--- config.mk ---
export PLATFORM = sky130hd
export DESIGN_NAME = board_row_fetcher
export DESIGN_NICKNAME = d
export VERILOG_FILES = /design/src/rtl/tetris_pkg.sv /design/src/rtl/board_row_fetcher_piece_cell_match.sv /design/src/rtl/board_row_fetcher.sv
export SDC_FILE = /design/constraint.sdc
export NUM_CORES = 1
export LEC_CHECK = 0
export ABC_AREA = 1
export ABC_CLOCK_PERIOD_IN_PS = 2350
export CORE_ASPECT_RATIO = 0.75
export CORE_MARGIN = 4
export CORE_UTILIZATION = 32
export CTS_CLUSTER_DIAMETER = 40
export DETAILED_ROUTE_END_ITERATION = 12
export RECOVER_POWER = 100
export REMOVE_ABC_BUFFERS = 1
export SKIP_LAST_GASP = 1
export SYNTH_ARGS = -nofsm -noshare
export SYNTH_HDL_FRONTEND = slang
export SYNTH_SLANG_ARGS = --single-unit
--- constraint.sdc ---
create_clock -name Clk -period 2.35 [get_ports Clk]
set_input_delay 0.5875 -clock Clk [delete_from_list [all_inputs] [get_ports Clk]]
set_output_delay 0.5875 -clock Clk [all_outputs]
set_load 0.02 [all_outputs]
--- src/rtl/tetris_pkg.sv ---
// Shared board geometry, cell/row types and the row-fetch state encoding.
package tetris_pkg;

    localparam int BOARD_W = 10;
    localparam int BOARD_H = 20;
    localparam int CELL_W  = 16;
    localparam int ADDR_W  = 8;
    localparam int COL_W   = $clog2(BOARD_W);

    typedef logic [CELL_W-1:0] cell_t;
    typedef cell_t [BOARD_W-1:0] row_t;

    typedef enum logic [1:0] {
        IDLE,
        FETCH,
        DRAIN,
        COMMIT
    } fetch_state_t;

    // First RAM address of a board row; the product always fits ADDR_W.
    function automatic logic [ADDR_W-1:0] row_base(input logic [7:0] r);
        row_base = ADDR_W'(32'(r) * BOARD_W);
    endfunction

endpackage

--- src/rtl/board_row_fetcher_piece_cell_match.sv ---
// 4-way piece coordinate compare: hit when any piece cell sits at (col_i, row_i).
// Only built with PIECE_OVERLAY_EN defined.
`ifdef PIECE_OVERLAY_EN
module piece_cell_match
    import tetris_pkg::*;
(
    input  logic [3:0][3:0]   piece_x_i,
    input  logic [3:0][4:0]   piece_y_i,
    input  logic [7:0]        row_i,
    input  logic [COL_W-1:0]  col_i,
    output logic              hit_o
);

    always_comb begin
        hit_o = 1'b0;
        for (int i = 0; i < 4; i++) begin
            if ({3'b000, piece_y_i[i]} == row_i && piece_x_i[i] == col_i) begin
                hit_o = 1'b1;
            end
        end
    end

endmodule
`endif

--- src/rtl/board_row_fetcher.sv ---
// Fetches one board row from RAM into a shadow buffer and commits it atomically to Row.
// Optional falling-piece overlay on captured cells: define PIECE_OVERLAY_EN.
module board_row_fetcher
    import tetris_pkg::*;
(
    input  logic               Clk,
    input  logic               reset,
`ifdef PIECE_OVERLAY_EN
    input  logic               piece_valid,
    input  logic [3:0][3:0]    piece_x,
    input  logic [3:0][4:0]    piece_y,
    input  cell_t              piece_color,
`endif
    input  logic               LD_Row,
    input  logic [7:0]         rowNum,
    output logic [ADDR_W-1:0]  ram_addr,
    output logic               ram_rd,
    input  cell_t              ram_data,
    output row_t               Row,
    output logic               rowReady,
    output logic               busy,
    output logic               err_oob,
    output fetch_state_t       dbg_state
);

    fetch_state_t       state_q;
    logic               ld_row_q;
    logic [7:0]         row_q;
    logic [ADDR_W-1:0]  base_q;
    logic [COL_W-1:0]   col_q;
    logic               pend_valid_q;
    logic [7:0]         pend_row_q;
    logic               cap_valid_q;
    logic [COL_W-1:0]   cap_col_q;
    row_t               shadow_q;
    row_t               row_out_q;
    logic               ready_q;
    logic               err_q;
    logic               busy_q;
    logic               rd_q;
    logic [ADDR_W-1:0]  addr_q;

    logic               req;
    logic               oob;
    logic               start;
    logic [7:0]         start_row;
    cell_t              cap_cell;

    assign req = LD_Row & ~ld_row_q;
    assign oob = (row_q >= 8'(BOARD_H));

    // A fetch starts from IDLE, or back-to-back on the commit edge when a request is waiting.
    always_comb begin
        start     = 1'b0;
        start_row = rowNum;
        case (state_q)
            IDLE:   start = req;
            COMMIT: begin
                start     = req | pend_valid_q;
                start_row = req ? rowNum : pend_row_q;
            end
            default: ;
        endcase
    end

`ifdef PIECE_OVERLAY_EN
    logic             pv_q;
    logic [3:0][3:0]  px_q;
    logic [3:0][4:0]  py_q;
    cell_t            pc_q;
    logic             hit;

    piece_cell_match u_match (
        .piece_x_i (px_q),
        .piece_y_i (py_q),
        .row_i     (row_q),
        .col_i     (cap_col_q),
        .hit_o     (hit)
    );

    always_ff @(posedge Clk) begin
        if (reset) begin
            pv_q <= 1'b0;
            px_q <= '0;
            py_q <= '0;
            pc_q <= '0;
        end else if (start) begin
            pv_q <= piece_valid;
            px_q <= piece_x;
            py_q <= piece_y;
            pc_q <= piece_color;
        end
    end

    assign cap_cell = (pv_q && hit) ? pc_q : ram_data;
`else
    assign cap_cell = ram_data;
`endif

    always_ff @(posedge Clk) begin
        if (reset) begin
            state_q      <= IDLE;
            ld_row_q     <= 1'b0;
            row_q        <= '0;
            base_q       <= '0;
            col_q        <= '0;
            pend_valid_q <= 1'b0;
            pend_row_q   <= '0;
            cap_valid_q  <= 1'b0;
            cap_col_q    <= '0;
            shadow_q     <= '0;
            row_out_q    <= '0;
            ready_q      <= 1'b0;
            err_q        <= 1'b0;
            busy_q       <= 1'b0;
            rd_q         <= 1'b0;
            addr_q       <= '0;
        end else begin
            ld_row_q    <= LD_Row;
            ready_q     <= 1'b0;
            err_q       <= 1'b0;
            cap_valid_q <= 1'b0;

            // Read data for the column issued last cycle is on ram_data now.
            if (cap_valid_q) begin
                shadow_q[cap_col_q] <= cap_cell;
            end

            if (start) begin
                row_q   <= start_row;
                base_q  <= row_base(start_row);
                col_q   <= '0;
                busy_q  <= 1'b1;
                state_q <= FETCH;
                if (start_row < 8'(BOARD_H)) begin
                    rd_q   <= 1'b1;
                    addr_q <= row_base(start_row);
                end
            end

            if (req && (state_q == FETCH || state_q == DRAIN)) begin
                pend_valid_q <= 1'b1;
                pend_row_q   <= rowNum;
            end

            case (state_q)
                FETCH: begin
                    cap_valid_q <= ~oob;
                    cap_col_q   <= col_q;
                    if (col_q == COL_W'(BOARD_W - 1)) begin
                        rd_q    <= 1'b0;
                        state_q <= DRAIN;
                    end else begin
                        col_q <= col_q + 1'b1;
                        if (!oob) begin
                            addr_q <= base_q + ADDR_W'(col_q) + ADDR_W'(1);
                        end
                    end
                end
                DRAIN: state_q <= COMMIT;
                COMMIT: begin
                    row_out_q    <= oob ? '0 : shadow_q;
                    ready_q      <= 1'b1;
                    err_q        <= oob;
                    pend_valid_q <= 1'b0;
                    if (!start) begin
                        busy_q  <= 1'b0;
                        state_q <= IDLE;
                    end
                end
                default: ;
            endcase
        end
    end

    assign ram_addr  = addr_q;
    assign ram_rd    = rd_q;
    assign Row       = row_out_q;
    assign rowReady  = ready_q;
    assign busy      = busy_q;
    assign err_oob   = err_q;
    assign dbg_state = state_q;

endmodule

==> summary.md <==
| Metric | Value |
|---|---|
| Die H | `188 um` |
| First-pass GRT wire length | `63400 um` |
| Pre-CTS setup slack | `-0.652 ns` |
| Largest net degree at the start of global routing | `103` |
| Final TNS setup | `0 ns` |
| Clock Path Buffers | `3` |
| Area delta synth->final | `31.3%` |
| Skew final | `0.0105 ns` |
| Final RePlAce weighted congestion | `0.852` |
| Initial DRC Count | `895` |
| Hpwl dp | `25300 um` |
| Status | `complete, no violations` |
| Final Cycle Share | `97.0%` |
| Main combinational cell family by area after synthesis | `compound AO/OA/AOI/OAI gates` |
| Total Power | `0.0148 W` |
| Share of cells above drive strength 1 | `9.10%` |
| Final setup fails | `0` |
| # port buffers | `200` |
| Synth Area in Adders | `1.74%` |
| Top FF cell, synth | `dfxtp_1` |
| Dpl cell area | `0.0164 mm2` |
| Warnings from Yosys | `0` |
| Nets@finish | `1867` |
| Worst-Margin Slew | `1.11 ns` |
| Routed vias/inst | `4.87` |
| Die ar. | `0.0464 mm2` |
| Total GRT Usage | `16.9%` |
| Minimum clock period | `2.28 ns` |
| EDFF count, synth | `0` |
| Distinct cells, synth | `41` |
| Post-route ant nets | `0` |
| Clock root cell | `clkbuf_16` |
| Post-synthesis mux area share | `0%` |
| Worst Path Arrival | `1.69 ns` |
| Hold Path Class | `reg -> reg` |
| Post-synthesis compound-gate area fraction | `21.1%` |
| Cell area after layout | `0.0181 mm2` |
| Initial antenna violation count | `0` |
| Worst-Skew Late Latency | `0.53 ns` |
| Synthesized area | `0.0138 mm2` |
| Max-slew violation count | `0` |
| Biggest area consumer among synthesized cells | `dfxtp_1` |
| # IOs | `201` |
| Maxcap violations | `0` |
| Die Wd | `248 um` |
| Num CTS Buffers | `47` |
| Pleak | `7.10 nW` |
| Global routing usage on met3 | `2.86%` |
| Critical Path Fanout Max | `4` |
| Detailed Route WL | `40500 um` |
| Register area share after synthesis | `53.2%` |
| Critical path endpoint category | `primary output` |
| Starting Density | `32.6%` |
| Cells after Synth | `1661` |
| Worst VDD drop | `0.479 mV` |
| Core Rows | `65` |
| Xor/xnor share of the synthesized area | `0.191%` |
| Top cell type's share of synthesized area | `53.2%` |
| FILL cells | `4173` |
| Grt met2 use | `25.9%` |
| Clock transition at path regs | `0.05 ns` |
| Sink Count | `366` |
| Req. time, crit path | `1.76 ns` |
| Gr ovfl total | `0` |
| Max Freq | `439 MHz` |
| DRC violations left | `0` |
| Drt first pass iters | `5` |
| Cell Pwr Density | `820 mW/mm2` |
| Post-synthesis simple-gate area fraction | `14.6%` |
| Endpoints failing hold | `0` |
| Setup Crit Path Kind | `reg -> out` |
| Post-synthesis async set-or-reset flop share | `0%` |
| CP startpoint kind | `flop` |
| Vias in the first global route | `11.2k` |
| H-Tree Depth | `2` |
| Top post-synthesis cells by area | `dfxtp_1 (53%), o21ai_0 (8.8%), nand3_1 (6.7%), o31ai_1 (6.2%), a21oi_1 (5.6%)` |
| GR Layer Usage met1 | `25.0%` |
| Core Footprint | `0.0423 mm2` |
| Gr busiest metal | `met2` |
| Vias | `11.8k` |
| Max-slew headroom | `26.0%` |
| DR WL/cell | `16.7 um` |
| Syn Area/Cell | `8.29 um2` |
| CTS tree | `done` |
| Synthesized flop and latch total | `366` |
| Setup slack after layout | `0.0701 ns` |
==> routing by layer <==
metal	up-vias	routed length, um
li1	5943	-
met1	5541	20000
met2	289	17700
met3	57	2190
met4	0	653
met5	-	0
==> final timing paths <==
kind                                                 start                         end  slack (ns)  depth (start not counted)
worst max-delay path               dbg_state[0]$_SDFF_PP0_                dbg_state[0]        0.07                          2
worst min-delay path            shadow_q[113]$_SDFFE_PP0P_  shadow_q[113]$_SDFFE_PP0P_        0.45                          2
worst max register to register     dbg_state[1]$_SDFF_PP0_      ram_addr[5]$_SDFF_PP0_        0.10                         12
worst min register to register  shadow_q[113]$_SDFFE_PP0P_  shadow_q[113]$_SDFFE_PP0P_        0.45                          2
==> synthesized netlist by cell type (2+ instances only) <==
cell type,n
a211oi_1,3
a21oi_1,153
buf_1,36
buf_2,28
clkbuf_1,73
dfxtp_1,366
fa_1,2
ha_1,16
inv_1,167
inv_2,5
nand2_1,101
nand2_2,5
nand2_4,7
nand3_1,184
nand4_1,2
nor2_1,124
nor2_4,3
nor3_1,6
o21ai_0,241
o21ai_1,3
o31ai_1,114
or2_2,2
xnor2_1,2
==> stage by stage <==
step	util (%)	cells	hold WS [ns]
floorplan	-	1520	0.427
finish	42.7	2428	0.451
global placement	38.9	2342	0.436
global route	42.7	2427	0.469
detailed placement	38.9	2342	0.442
CTS	42.8	2427	0.450
==> layout make-up <==
class                   count  area, um2  share of cell area (%)
well taps                 569        712                    3.94
multi-input cells         979       5290                    29.3
clock buffers              62       1390                    7.66
diodes                      1       2.50                  0.0138
flip-flops and latches    366       7330                    40.6
clock inverters            23        258                    1.43
repair buffers            253       2420                    13.4
inverters                 175        678                    3.75
==> sequential cells by signal, indices dropped and copies added, names as in the netlist <==
register and flops:
col_q 4, dbg_state 2, busy 1, row_q 8, pend_row_q 8, shadow_q 160, rowReady 1, Row 160
err_oob 1, cap_col_q 4, ld_row_q 1, ram_addr 8, cap_valid_q 1, pend_valid_q 1, base_q 5, ram_rd 1
==> critical path, cell delays in order (launching register included) <==
cell	delay, ns
dfxtp_2	0.34
buf_4	0.14
dlygate4sd3_1	0.68
==> what timing repair did <==
item	in CTS	in global routing
pin swaps	0	6
endpoints found under the setup margin	5	4
resized for setup	7	15
setup buffers	0	0
hold buffers	0	0
==> logic make-up after synthesis <==
family | count (synthesis)
compound gates | 520
xor+xnor | 3
fa+ha+maj | 18
buf+inv | 316
flops | 366
simple gates | 438
==> power breakdown <==
part           internal, W  switching (W)  leakage [nW]
Clock              0.00461        0.00275         0.806
Combinational     0.000314       0.000779          3.34
Sequential         0.00631      0.0000611          2.95
==> placed cells by master (no fill, tap or decap), types with 4 or more instances in the layout <==
cell type        synthesis  layout
inv_6                    0       5
nand2_4                  7       7
clkinv_2                 1       7
clkbuf_16                0      49
nand2_2                  5       7
o31ai_1                114     114
clkinv_4                 1       4
a21oi_1                153     152
clkbuf_1                73      10
nand3_1                184     181
buf_4                    1      33
nor3_1                   6       6
clkinvlp_4               0       4
nor2_1                 124     127
dlygate4sd3_1            0     174
dfxtp_1                366     364
bufinv_16                0       4
nand2_1                101      98
ha_1                    16      10
clkbuf_8                 1      11
o21ai_0                241     240
nand3_2                  1       4
clkdlybuf4s50_1          0      25
buf_12                   0       4
ha_4                     0       5
inv_1                  167     168
No activity file was read; power rests on OpenSTA's default activity.
